$ cat config.mk
export PLATFORM = sky130hd
export DESIGN_NAME = fp_convert_unit
export DESIGN_NICKNAME = d
export VERILOG_FILES = /design/src/rtl/fp_convert_unit.sv
export SDC_FILE = /design/constraint.sdc
export NUM_CORES = 1
export LEC_CHECK = 0
export ABC_AREA = 1
export CAP_MARGIN = 10
export CORE_ASPECT_RATIO = 0.8
export CORE_MARGIN = 2
export CORE_UTILIZATION = 50
export DETAILED_ROUTE_END_ITERATION = 7
export HOLD_SLACK_MARGIN = 0.12
export PLACE_DENSITY = 0.7
export SYNTH_ARGS = -nofsm -noshare
export SYNTH_HDL_FRONTEND = slang
export SYNTH_SLANG_ARGS = --single-unit
export TNS_END_PERCENT = 30
$ cat constraint.sdc
create_clock -name clk -period 6.2 [get_ports clk]
set_input_delay 1.24 -clock clk [delete_from_list [all_inputs] [get_ports clk]]
set_output_delay 1.24 -clock clk [all_outputs]
set_load 0.02 [all_outputs]
$ cat src/rtl/fp_convert_unit.sv
// Multi-cycle FP32 <-> int32 conversion unit (FCVT.W.S / WU.S / S.W / S.WU) with a 1-bit/cycle shifter.
// Optional round-to-nearest-even through an extra ROUND state when FCVT_RNE_EN is defined (default: RTZ).
module fp_convert_unit #(
    parameter int unsigned BIAS      = 127,
    parameter int unsigned MAX_SHIFT = 31
) (
    input  logic        clk,
    input  logic        reset,
    input  logic        in_valid,
    output logic        in_ready,
    input  logic [1:0]  op,
    input  logic [31:0] operand,
    output logic        out_valid,
    input  logic        out_ready,
    output logic [31:0] result,
    output logic        flag_nv,
    output logic        flag_nx
);
    localparam int unsigned CW  = 5;
    localparam logic [8:0]  E0  = 9'(BIAS);
    localparam logic [8:0]  E23 = 9'(BIAS + 23);
    localparam logic [8:0]  E31 = 9'(BIAS + 31);
    localparam logic [8:0]  E32 = 9'(BIAS + 32);
    localparam logic [7:0]  I2F_EXP = 8'(BIAS + 31);

`ifdef FCVT_RNE_EN
    typedef enum logic [1:0] {ST_IDLE, ST_ALIGN, ST_ROUND, ST_DONE} state_t;
`else
    typedef enum logic [1:0] {ST_IDLE, ST_ALIGN, ST_DONE} state_t;
`endif

    typedef struct packed {
        logic [31:0] res;
        logic        nv;
        logic        nx;
    } fin_t;

    state_t        state_q, state_d;
    logic [CW-1:0] cnt_q, cnt_d;
    logic [31:0]   mag_q, mag_d;
    logic          g_q, g_d, s_q, s_d;
    logic          left_q, left_d;
    logic          i2f_q, i2f_d;
    logic          wsig_q, wsig_d;
    logic          sgn_q, sgn_d;
    logic [7:0]    exp_q, exp_d;
    logic [31:0]   result_q, result_d;
    logic          nv_q, nv_d, nx_q, nx_d;
    logic          in_ready_q, in_ready_d;
    logic          out_valid_q, out_valid_d;

    logic [31:0]   i2f_mag;
    logic [5:0]    clz;
    logic [8:0]    exp_w, k9;
    logic          special;
    logic [31:0]   sh_mag;
    logic          sh_g, sh_s;
    fin_t          fin;

    // Rounding (RNE when enabled) plus saturation and packing of the aligned magnitude.
    function automatic fin_t finalize(input logic i2f, input logic wsig, input logic sgn,
                                      input logic [7:0] fexp, input logic [31:0] mag,
                                      input logic g, input logic s);
        fin_t        f;
        logic        inc;
        logic [32:0] sum;
        logic [24:0] sig;
        f   = '0;
        inc = 1'b0;
        sum = '0;
        sig = '0;
        if (i2f) begin
`ifdef FCVT_RNE_EN
            inc = mag[7] & ((|mag[6:0]) | mag[8]);
`endif
            sig   = {2'b01, mag[30:8]} + 25'(inc);
            f.res = {sgn, fexp + 8'(sig[24]), sig[22:0]};
            f.nx  = |mag[7:0];
        end else begin
`ifdef FCVT_RNE_EN
            inc = g & (s | mag[0]);
`endif
            sum  = {1'b0, mag} + 33'(inc);
            f.nx = g | s;
            if (!wsig) begin
                if (sum[32]) begin
                    f.res = 32'hFFFF_FFFF; f.nv = 1'b1; f.nx = 1'b0;
                end else begin
                    f.res = sum[31:0];
                end
            end else if (!sgn) begin
                if (sum > 33'h0_7FFF_FFFF) begin
                    f.res = 32'h7FFF_FFFF; f.nv = 1'b1; f.nx = 1'b0;
                end else begin
                    f.res = sum[31:0];
                end
            end else begin
                if (sum > 33'h0_8000_0000) begin
                    f.res = 32'h8000_0000; f.nv = 1'b1; f.nx = 1'b0;
                end else begin
                    f.res = -sum[31:0];
                end
            end
        end
        return f;
    endfunction

    always_ff @(posedge clk) begin
        if (reset) begin
            state_q     <= ST_IDLE;
            cnt_q       <= '0;
            mag_q       <= '0;
            g_q         <= 1'b0;
            s_q         <= 1'b0;
            left_q      <= 1'b0;
            i2f_q       <= 1'b0;
            wsig_q      <= 1'b0;
            sgn_q       <= 1'b0;
            exp_q       <= '0;
            result_q    <= '0;
            nv_q        <= 1'b0;
            nx_q        <= 1'b0;
            in_ready_q  <= 1'b1;
            out_valid_q <= 1'b0;
        end else begin
            state_q     <= state_d;
            cnt_q       <= cnt_d;
            mag_q       <= mag_d;
            g_q         <= g_d;
            s_q         <= s_d;
            left_q      <= left_d;
            i2f_q       <= i2f_d;
            wsig_q      <= wsig_d;
            sgn_q       <= sgn_d;
            exp_q       <= exp_d;
            result_q    <= result_d;
            nv_q        <= nv_d;
            nx_q        <= nx_d;
            in_ready_q  <= in_ready_d;
            out_valid_q <= out_valid_d;
        end
    end

    always_comb begin
        state_d  = state_q;
        cnt_d    = cnt_q;
        mag_d    = mag_q;
        g_d      = g_q;
        s_d      = s_q;
        left_d   = left_q;
        i2f_d    = i2f_q;
        wsig_d   = wsig_q;
        sgn_d    = sgn_q;
        exp_d    = exp_q;
        result_d = result_q;
        nv_d     = nv_q;
        nx_d     = nx_q;
        fin      = '0;
        special  = 1'b0;
        k9       = '0;
        exp_w    = {1'b0, operand[30:23]};

        i2f_mag = (!op[0] && operand[31]) ? -operand : operand;
        clz     = 6'd32;
        for (int i = 0; i < 32; i++) begin
            if (i2f_mag[i]) clz = 6'(31 - i);
        end

        // One alignment step; right shifts feed guard, guard feeds sticky.
        sh_mag = left_q ? (mag_q << 1) : (mag_q >> 1);
        sh_g   = left_q ? g_q : mag_q[0];
        sh_s   = left_q ? s_q : (s_q | g_q);

        case (state_q)
            ST_IDLE: begin
                if (in_valid) begin
                    i2f_d    = op[1];
                    wsig_d   = ~op[0];
                    g_d      = 1'b0;
                    s_d      = 1'b0;
                    nv_d     = 1'b0;
                    nx_d     = 1'b0;
                    result_d = '0;
                    if (op[1]) begin
                        sgn_d   = ~op[0] & operand[31];
                        mag_d   = i2f_mag;
                        left_d  = 1'b1;
                        exp_d   = I2F_EXP - 8'(clz);
                        k9      = 9'(clz);
                        special = (operand == 32'h0);
                    end else begin
                        sgn_d   = operand[31];
                        mag_d   = {8'h00, 1'b1, operand[22:0]};
                        exp_d   = operand[30:23];
                        left_d  = (exp_w >= E23);
                        k9      = (exp_w >= E23) ? (exp_w - E23) : (E23 - exp_w);
                        special = 1'b1;
                        if (operand[30:23] == 8'hFF && operand[22:0] != 23'h0) begin
                            result_d = op[0] ? 32'hFFFF_FFFF : 32'h7FFF_FFFF;
                            nv_d     = 1'b1;
                        end else if (exp_w < E0) begin
                            nx_d = |operand[30:0];
                        end else if (!op[0] && exp_w >= E31) begin
                            result_d = operand[31] ? 32'h8000_0000 : 32'h7FFF_FFFF;
                            nv_d     = (operand != 32'hCF00_0000);
                        end else if (op[0] && !operand[31] && exp_w >= E32) begin
                            result_d = 32'hFFFF_FFFF;
                            nv_d     = 1'b1;
                        end else if (op[0] && operand[31]) begin
                            nv_d = 1'b1;
                        end else begin
                            special = 1'b0;
                        end
                    end
                    cnt_d = (k9 > 9'(MAX_SHIFT)) ? CW'(MAX_SHIFT) : CW'(k9);
                    if (special) begin
                        state_d = ST_DONE;
                    end else if (cnt_d != '0) begin
                        state_d = ST_ALIGN;
                    end else begin
`ifdef FCVT_RNE_EN
                        state_d = ST_ROUND;
`else
                        fin      = finalize(op[1], ~op[0], sgn_d, exp_d, mag_d, 1'b0, 1'b0);
                        result_d = fin.res;
                        nv_d     = fin.nv;
                        nx_d     = fin.nx;
                        state_d  = ST_DONE;
`endif
                    end
                end
            end
            ST_ALIGN: begin
                mag_d = sh_mag;
                g_d   = sh_g;
                s_d   = sh_s;
                cnt_d = cnt_q - CW'(1);
                if (cnt_q == CW'(1)) begin
`ifdef FCVT_RNE_EN
                    state_d = ST_ROUND;
`else
                    fin      = finalize(i2f_q, wsig_q, sgn_q, exp_q, sh_mag, sh_g, sh_s);
                    result_d = fin.res;
                    nv_d     = fin.nv;
                    nx_d     = fin.nx;
                    state_d  = ST_DONE;
`endif
                end
            end
`ifdef FCVT_RNE_EN
            ST_ROUND: begin
                fin      = finalize(i2f_q, wsig_q, sgn_q, exp_q, mag_q, g_q, s_q);
                result_d = fin.res;
                nv_d     = fin.nv;
                nx_d     = fin.nx;
                state_d  = ST_DONE;
            end
`endif
            ST_DONE: begin
                if (out_ready) state_d = ST_IDLE;
            end
            default: state_d = ST_IDLE;
        endcase

        in_ready_d  = (state_d == ST_IDLE);
        out_valid_d = (state_d == ST_DONE);
    end

    assign in_ready  = in_ready_q;
    assign out_valid = out_valid_q;
    assign result    = result_q;
    assign flag_nv   = nv_q;
    assign flag_nx   = nx_q;

endmodule
After elaboration in Yosys (flattened, before gate mapping)
Index checks and enable logic that the tools add are counted.

storage, ports and cells
  flip-flop bits (word level) = 89
  input bits = 38

cells by class
  $add $sub $neg = 7
  $lt $le $gt $ge = 9
  eq/ne operators = 8
  mux-type cells = 119
  bitwise operators = 4
  reduce and logical (&&, ||, !) cells = 20

operators by type and width
  kind                                                         number
  two-way mux 32 bit                                           23
  two-way mux 6 bit                                            32
  two-way mux 34 bit                                           4
  one-hot mux 32 bit (2 select lines)                          2
  negator 32 bit                                               3
  > comparator 32 x 31 -> 1 bit (second input constant)        2
  > comparator 32 bit (second input constant)                  2
  two-way mux 9 bit                                            4
  two-way mux 1 bit                                            34
  logical NOT 32 bit                                           1
  inequality test 32 bit (second input constant)               1
  OR reduction 31 bit                                          1
  greater-or-equal comparator 8 bit (second input constant)    3
  two-way mux 8 bit                                            3
  nonzero test 23 bit                                          1
  two-way mux 2 bit                                            9
  OR reduction 8 bit                                           2
  two-way mux 5 bit                                            2
  one-hot mux 5 bit (2 select lines)                           1
  > comparator 9 x 5 -> 1 bit (second input constant)          1
  subtractor 8 x 8 -> 9 bit (first input constant)             1
  subtractor 8 x 8 -> 9 bit (second input constant)            1
  equality test 8 bit (second input constant)                  1
  less-than comparator 8 x 7 -> 1 bit (second input constant)  1
  18 further kinds                                             32

Logic depth before layout (Yosys ltp)
Gate-level depths: netlist of run 1.

  word-level depth = 46
  mapped depth = 43
  mapped depth without buffers = 43

Least setup slack after synthesis of run 1
Ideal clock, no wire load.

  path type = input port to flip-flop
  from = in operand[0]
  to = reg result_q[25], in the netlist result[25]
  library setup time = 0.124 ns
  data arrival time = 4.340 ns
  required time = 6.076 ns
  path slack = 1.736 ns
  stages = 29
  path buffers = 2
  cell sequence = inv_2 ha_1 nand2_2 nor2_4 nand2_1 inv_2 nand4_1 nor3_2 nand2_1 nor2_2 nand4_2 nor2_1 nor2_1 xor2_1 nand2_1 nor2_2 nand2_1 nand2_2 inv_2 o21ai_0 nand2_2 nor2_4 nand3_2 nor2_2 buf_6 buf_12 nand2_2 nand3_2 a21oi_2

on the way
  cells in the longest elaborated chain, start to end = 44
  elaborated cells on any way between the ends = 68
  classes of those cells = add/sub: 3; order compare: 3; mux: 58; reduce/logical: 4

ends and longest elaborated chain
  item                                   RTL line  text
  from (decl)                            12        input logic [31:0] operand,
  negator 32 bit                         163       i2f_mag = (!op[0] && operand[31]) ? -operand : operand;
  two-way mux 32 bit                     163
  two-way mux 6 bit (32 in a row)        166       if (i2f_mag[i]) clz = 6'(31 - i);
  two-way mux 9 bit                      184       if (op[1]) begin
  two-way mux 9 bit                      176       if (in_valid) begin
  two-way mux 9 bit                      174       case (state_q)
  > comparator 9 x 5 -> 1 bit            215       cnt_d = (k9 > 9'(MAX_SHIFT)) ? CW'(MAX_SHIFT) : CW'(k9);
  two-way mux 5 bit                      215
  nonzero test 5 bit                     218       end else if (cnt_d != '0) begin
  two-way mux 32 bit                     218
  two-way mux 32 bit *                   216       if (special) begin
  two-way mux 32 bit *                   176
  one-hot mux 32 bit (2 select lines) *  174
  to (signal assigned)                   136       result_q <= result_d;
  to (decl)                              47        logic [31:0] result_q, result_d;

Mark *: on every way between the ends. The rest lies on a longest branch, timed or not. The select of a mux whose other input is x is not followed.
A chain may end at the register's enable or synchronous reset.

Worst setup path in the final report of run 1
  from = in operand[0]
  to = reg result_q[27], in the netlist result[27]

The elaborated chain is that of the path after synthesis.

==> flow_summary.toml, run 1 <==
[status]
status = "finished, final reports clean"

[critical_path]
critPathRequiredTime_ns = 6.48
path_max_fanout = 28
critPathCaptureType = "flop"
path_class = "primary input to flop"
cp-start-kind = "primary input"
cp.arrival_ns = 5.92

[cts]
cts_resized = 0
tritoncts = "yes"
cts_max_path_buffers = 2
cts_buffers = 9
root_buffer = "clkbuf_16"
cts_hold_buf = 0
cts_sinks = 89
cts_max_level = 3
clock_latency_ns = 0.35
post-cts-setup-buffer-count = 0
cts.clk_slew.worst_paths_ns = 0.07

[yosys]
synth_seq_area_share_pct = 18.5
syn_nets = 1652
synth_top_family_by_area = "simple AND/OR/NAND/NOR gates"
synth-simple-area-share_pct = 36.3
muxShareOfSynthArea_pct = 0
synth_area_per_cell_um2 = 6.00
synth-warning-count = 0
syn_area_um2 = 9610
ys_seq_elements = 89
yosysUniqueCellTypes = 61
synth_edf_count = 0
synth_compound_area_share_pct = 26.3
synth_ff_type = "dfxtp_1"
synthXorXnorAreaFrac_pct = 6.10
synth_fa_ha_area_share_pct = 1.56
synthArstFlopShare_pct = 0
synthCells = 1602

[global_routing]
antenna_found_initial = 0
grt_max_degree = 66
grt_pass1_wl_um = 54400
overflow = 0
grt_pass1_vias = 10176
grt_usage_pct = 33.0

[floorplanning]
coreArea_um2 = 18900
ios = 74
start_util_pct = 50.8
die_h_um = 128
row_count = 45
die_area_um2 = 20300
fp.dieW_um = 159

[cells_and_area]
multiInputGateArea_um2 = 6770
fin_area_um2 = 10800
syn2layout_area_growth_pct = 12.0
final_cells = 1883
fill_cells = 2027
seqCellArea_um2 = 1780
n_antenna_cell = 0
nets = 1670
drive_gt1_share_pct = 12.1

[drt]
drt_wl_total_um = 33800
avgRoutedWirePerCell_um = 18.0
viasPerCell = 5.87
drt_first_pass_iters = 5
ant_nets = 0
vias = 11053
drtIter0Drc = 1104
drc = 0

[timing]
slew_violations = 0
slew_headroom_pct = 26.1
timing.fmax_ghz = 0.178
hold_viol = 0
rsz0062_at_grt = "false"
tightest_slew_ns = 1.11
finalCritPeriodShare_pct = 90.8
clock_skew_ns = 0.0155
setup_ws_ns = 0.568
tns_ns = 0
min_period_ns = 5.63
setup_viol = 0

[power]
p_per_area_nw_per_um2 = 216
leakagePower_nw = 4.47
peakVddDrop_uv = 150

[placement]
place_area_um2 = 10400
hpwl_um = 25600
io_buffers = 73
gp_congestion = 0.949
preCtsSetupSlack_ns = 0.303
dp_cells = 1867

[flow_run]
drv_cap = 0

[worst_hold_path]
worst_hold_path_type = "flop to flop"
## layer usage
metal | global-route usage [%] | routed length, µm | share of wire, % | vias to the layer above
met3 | 4.30 | 2510 | 7.4 | 59
li1 | - | - | - | 5376
met2 | 54.2 | 15200 | 45 | 496
met5 | 0 | 0 | 0 | -
met1 | 45.6 | 15200 | 45 | 5122
met4 | 9.41 | 895 | 2.6 | 0
## critical path, stage by stage
cell	delay, ns
clkdlybuf4s50_1	0.52
inv_2	0.15
ha_1	0.21
nand2_2	0.13
nor2_4	0.14
nand2_1	0.11
inv_2	0.08
nand4_1	0.12
nor3_2	0.15
nand2_1	0.11
nor2_2	0.15
nand4_2	0.15
nor2_1	0.17
nor2_1	0.07
xor2_1	0.32
nand2_1	0.14
nor2_2	0.19
nand2_1	0.11
nand2_2	0.12
inv_2	0.06
o21ai_0	0.20
nand2_2	0.11
nor2_4	0.14
nand4_2	0.16
nand2_4	0.38
nand3_1	0.26
a21oi_1	0.21
## kinds of logic after synthesis
| group | Yosys count |
|---|---|
| AO/OA/AOI/OAI | 429 |
| flip-flops | 89 |
| buffers and inverters | 266 |
| adder cells (fa/ha/maj) | 12 |
| XOR/XNOR | 63 |
| AND/OR/NAND/NOR | 743 |
## state kept, by name (all words and copies together), names as in the netlist
name,flops
mag_q,32
g_q,1
i2f_q,1
flag_nv,1
left_q,1
in_ready,1
result,32
sgn_q,1
state_q,2
out_valid,1
cnt_q,5
wsig_q,1
s_q,1
flag_nx,1
exp_q,8
## worst paths after layout
| check | startpoint | endpoint | slack, ns | depth (start not counted) |
|---|---|---|---|---|
| worst max-delay path | operand[0] | result[27] | 0.57 | 27 |
| worst min-delay path | mag_q[22] | mag_q[22] | 0.48 | 2 |
| worst max register to register | left_q | result[24] | 1.17 | 20 |
| worst min register to register | mag_q[22] | mag_q[22] | 0.48 | 2 |
## cells in the mapped netlist, types with 6 or more instances
cell type  number  area share (%)
nand2_2        25             1.6
inv_1         155             6.1
o22ai_1        20             1.3
nand3_1        66             3.4
a21oi_2        22             2.0
ha_1           12             1.6
xnor2_1         6            0.55
nand4_1        19             1.2
o21ai_0       161             8.4
a21oi_1       104             5.4
o211ai_1       10            0.78
nor4_1          8            0.52
dfxtp_1        89              19
a31oi_1        39             2.5
inv_2          18            0.70
nor3_1         32             1.7
o21ai_1        14            0.73
buf_1           9            0.35
nor2_4          7            0.82
o21ai_2        14             1.3
clkbuf_1       62             2.4
nor2_1        142             5.5
or2_2           6            0.39
a22oi_1        17             1.3
xor2_1         54             4.9
buf_2          12            0.63
nand3_2        25             2.6
nor2_2         11            0.72
nand2_1       377              15
## through the flow
| stage | power (W) | hold WS, ns | utilization [%] |
|---|---|---|---|
| finish | 0.00232 | 0.476 | 56.9 |
| global route | 0.00245 | 0.505 | 56.9 |
| CTS | 0.00231 | 0.473 | 56.9 |
| detailed placement | 0.00171 | 0.463 | 55.2 |
| global placement | 0.00170 | 0.456 | 55.2 |
| floorplan | 0.00139 | 0.445 | - |
## report_power, final
| group | internal [W] | switching, W | leakage [nW] |
|---|---|---|---|
| Clock | 0.000356 | 0.000247 | 0.153 |
| Sequential | 0.000638 | 0.0000565 | 0.734 |
| Combinational | 0.000339 | 0.000686 | 3.58 |
| Total | 0.00133 | 0.000990 | 4.47 |
## placed cells by master (no fill, tap or decap), drive strengths merged, types with 3 or more instances in the layout
cell,instances
o311ai,4
o21a,3
nor4,10
o21bai,3
o21ai,189
o31ai,5
a22oi,17
nand3b,5
xnor2,6
nand2,406
clkdlybuf4s50,72
clkbuf,10
nor3,38
buf,26
a31oi,39
a21oi,126
o22ai,21
o211ai,10
nand4,23
clkinv,3
dfxtp,89
xor2,57
ha,12
nor2,161
or2,8
inv,175
nand3,91
## area by class of cell
type / count / area share (%)
multi-input cells: 1247 / 62.9
clock inverters: 6 / 0.837
inverters: 175 / 6.10
repair buffers: 98 / 8.49
flip-flops and latches: 89 / 16.6
well taps: 258 / 3.00
clock buffers: 10 / 2.13
Power figures use the tool's default switching activity.
==> run 2: changes to the inputs <==
--- a/config.mk
+++ b/config.mk
@@ -8,7 +8,6 @@
 export ABC_AREA = 1
 export CAP_MARGIN = 10
 export CORE_ASPECT_RATIO = 0.8
-export CORE_MARGIN = 2
 export CORE_UTILIZATION = 50
 export DETAILED_ROUTE_END_ITERATION = 7
 export HOLD_SLACK_MARGIN = 0.12
==> flow_summary.toml, run 2 (synthesized netlist as in run 1, its figures left out) <==
[status]
status = "finished, final reports clean"

[global_routing]
grt_max_degree = 72
overflow = 0
grt_usage_pct = 34.7
grt_pass1_vias = 10166
antenna_found_initial = 0
grt_pass1_wl_um = 53900

[cells_and_area]
syn2layout_area_growth_pct = 12.3
final_cell_mix = "nand2_1 (377), o21ai_0 (161), inv_1 (155), nor2_1 (139), a21oi_1 (104)"
drive_gt1_share_pct = 12.2
n_antenna_cell = 0
nets = 1671
final_cells = 1879
fin_area_um2 = 10800
final_common_cell = "nand2_1"

[timing]
min_period_ns = 5.63
finalCritPeriodShare_pct = 90.7
timing.fmax_ghz = 0.178
hold_viol = 0
setup_viol = 0
rsz0062_at_grt = "false"
tns_ns = 0
tightest_slew_ns = 1.09
slew_headroom_pct = 27.5
slew_violations = 0
clock_skew_ns = 0.0118

[floorplanning]
coreArea_um2 = 18500
start_util_pct = 51.9
row_count = 44
die_area_um2 = 19800
fp.dieW_um = 157
ios = 74
die_h_um = 126

[power]
peakVddDrop_uv = 172
leakagePower_nw = 4.50
p_per_area_nw_per_um2 = 221

[placement]
hpwl_um = 25500
dp_cells = 1863
place_area_um2 = 10400
io_buffers = 73
gp_congestion = 0.959

[critical_path]
cp-startpoint = "operand[0]"
critPathCaptureType = "flop"
cpPeakStageDelay_ns = 0.52
rr_startpoint = "left_q"
timing.critical_path.mode_cell = "nand2_1"
worst-r2r-cell-count = 22
cp-start-kind = "primary input"
path_max_fanout = 28
cp.arrival_ns = 5.91
r2r_end = "result[3]"
path_class = "primary input to flop"
critPathRequiredTime_ns = 6.48
crit_path_top_delay_cell = "clkdlybuf4s50_1"
cp-endpoint = "result[27]"
r2r_slack_ns = 1.33

[drt]
avgRoutedWirePerCell_um = 18.1
drtIter0Drc = 1127
drc = 0
drt_wl_total_um = 34100
viasPerCell = 5.93
drt_first_pass_iters = 6
vias = 11140
ant_nets = 0

[cts]
clock_latency_ns = 0.35
post-cts-setup-buffer-count = 0
cts_sinks = 89
cts_max_path_buffers = 2
cts_resized = 0
cts.clk_slew.worst_paths_ns = 0.07
root_buffer = "clkbuf_16"
tritoncts = "yes"
cts_max_level = 3
cts_hold_buf = 0
cts_buffers = 9

[worst_hold_path]
hp-start = "mag_q[22]"
worst_hold_path_type = "flop to flop"

[flow_run]
drv_cap = 0
-- run 2: critical path, delay by kind of cell --
kind / cells / cell delay (ns)
adders and majority gates: 1 / 0.21
buffers and inverters: 4 / 0.80
and+or+nand+nor: 19 / 2.88
AOI/OAI and AO/OA: 2 / 0.40
xor gates and xnor gates: 1 / 0.35
-- run 2: worst min path at each step --
stage,to,cells past startpoint
2_1_floorplan,mag_q[22],2
6_report,mag_q[22],2
3_5_place_dp,mag_q[22],2
4_1_cts,mag_q[22],2
5_1_grt,flag_nx,2
3_3_place_gp,mag_q[22],2
-- run 2: where the power goes --
part | internal [W] | switching, W
clock | 0.000400 | 0.000262
sequential | 0.000638 | 0.0000558
combinational | 0.000340 | 0.000689
total | 0.00138 | 0.00101
-- run 2: per-stage QoR --
step           total power [W]  setup WS [ns]  hold WS, ns  util, %
2_1_floorplan          0.00139           1.74        0.445        -
4_1_cts                0.00236          0.652        0.475     58.3
3_5_place_dp           0.00170          0.315        0.466     56.5
5_1_grt                0.00251          0.199        0.508     58.3
3_3_place_gp           0.00170          0.337        0.463     56.5
6_report               0.00238          0.574        0.474     58.3
-- run 2: cell type report --
class,instances,area [µm²]
clock buffer,9,225
clock inverter,7,124
fill,1933,7700
inverter,175,657
multi-input combinational,1247,6770
sequential,89,1780
tap,253,317
timing repair buffer,99,921
-- run 2: layer usage --
layer  vias up  track usage (%)  part of all wire [%]
li1       5377                -                     -
met1      5105             47.6                    42
met3        64             6.13                    10
met2       594             54.1                    44
met5         -                0                     0
met4         0             12.4                   3.0
==> RTL change, RTL diff (flow settings as in run 2) <==
Set the localparam `CW` to 6 (it was 5).
--- a/src/rtl/fp_convert_unit.sv
+++ b/src/rtl/fp_convert_unit.sv
@@ -18,3 +18,3 @@
 );
-    localparam int unsigned CW  = 5;
+    localparam int unsigned CW  = 6;
     localparam logic [8:0]  E0  = 9'(BIAS);
Formal check against the unedited RTL: no difference found for any inputs over 4 cycles, from zero or initial values and one cycle with reset high; that may be too few to reach the edited logic, so the function may still have changed.
==> RTL change against run 2 <==
- routed wire length increased by 1.3%
- largest cell class unchanged
- highest routed layer unchanged
- count of clock-buffer cells in the layout rose by 1
- sequential cell count increased by 1
- worst setup slack better by 0.12 ns
- area after synthesis fell by 0.79%
- power down 4.1%
- sequential share of layout area increased by 0.25 points
- final area fell by 0.41%
==> RTL change: results (changes against run 2) <==
GR Util All Layers=0.359 (+0.0121); number of global-route vias before repair=10,300 (+1.5%); HPWL after DPL=25,800 um (+1.0%); Port Buffers=73 (unchanged); sequential-to-total area share from yosys stat=0.189 (+0.00359); CP max FO=5 (-82%); Worst-path clk slew=0.07 ns (about the same); H-Tree Depth=3 (unchanged); status=finished clean; Post-CTS Repair Setup Buffers=0 (unchanged); Data arrival, critical path=5.79 ns (-0.12 ns); Synth area leaders=dfxtp_1 19%, nand2_1 15%, o21ai_0 8.1%; PostCTS Resize Cnt=0 (unchanged); share of layout cells above drive strength 1=0.106 (-0.0159); first-pass GRT wire length=55,600 um (+3.0%); Area after DPL=10,400 um^2 (-0.13%); Slowest-stage cell, CP=or4_1; worst-margin pin slew=1.10 ns (+0.0104 ns); number of library cell types mapped by synthesis=61 (unchanged); Final Skew=0.00892 ns (-0.00283 ns); CP max stage delay=just over 0.5 ns; root buffer cell=clkbuf_16; initial antenna violation count=0 (unchanged); min-delay worst type=flop to flop; Layout Nets=1,669 (-0.12%); Via density=6.01 (+1.4%); static leakage=4.31 nW (-4.0%); DRT Pass-1 Iters=7 (+1); hold path cells=2 (unchanged); Post-Layout Cell Count=1,877 (-0.11%); worst vdd rail ir drop=0.000231 V (+34%); largest net degree at the start of global routing=57 (-21%); GP Congestion=0.939 (-2.1%); ANT cells=0 (unchanged); WL/cell=18.4 um (+1.4%); path depth of the worst reg2reg path=26 (+18%); Remaining Overflow, GRT=0 (unchanged); pre-CTS setup slack=0.399 ns (+0.0837 ns); DR iter-0 viols=1,425 (+26%); Syn Inst Count=1,595 (-0.44%); top post-synthesis cells by count=385 x nand2_1, 156 x inv_1, 155 x o21ai_0; syn_nets=1,645 (-0.42%)
[RTL change: cell count changes in the layout (fill, tap and decap cells not counted), moves of 6 or more]
cell	change
nand2_2	-16
nand2_1	+8
o22ai_1	-6
o21ai_2	-10
o21ai_0	-6
o211ai_1	+16
nand3_1	-13
nor2_1	+9
[RTL change: area by class of cell]
class | instances | area (um^2)
clock buffers | 10 | 229
clock inverters | 6 | 90.1
fillers | 1916 | 7640
inverters | 173 | 649
multi-input cells | 1241 | 6680
flip-flops and latches | 90 | 1800
well taps | 253 | 317
repair buffers | 104 | 983
[RTL change: critical path, delay by kind of cell]
family / cells / cell delay [ns]
fa+ha+maj: 2 / 0.50
buf+inv: 4 / 0.74
compound gates: 4 / 0.69
simple gates: 33 / 2.61
[RTL change: per-layer routing]
layer,share of wire,GRT usage
met1,0.44,0.510
met2,0.43,0.548
met3,0.097,0.0610
met4,0.028,0.115
met5,0,0
[RTL change: logic make-up (layout without fill, tap and decap cells)]
logic type	after synthesis	after routing	synth area share
and+or+nand+nor	737	737	0.356
adders and majority gates	12	12	0.0158
DFF	90	90	0.189
buffers and inverters	264	293	0.112
muxes	1	1	0.00105
xor gates and xnor gates	62	62	0.0586
AOI/OAI and AO/OA	429	429	0.267
[RTL change: worst paths after layout]
path	from	endpoint	slack, ns
max	operand[0]	result[30]	0.70
max reg2reg	left_q	flag_nx	1.53
min reg2reg	flag_nx	flag_nx	0.48
min	flag_nx	flag_nx	0.48
[RTL change: power by group]
part           switching, W  internal [W]  total [W]
clock network      0.000251      0.000355   0.000606
logic              0.000664      0.000329   0.000993
registers         0.0000464      0.000643   0.000689
total              0.000961       0.00133    0.00229
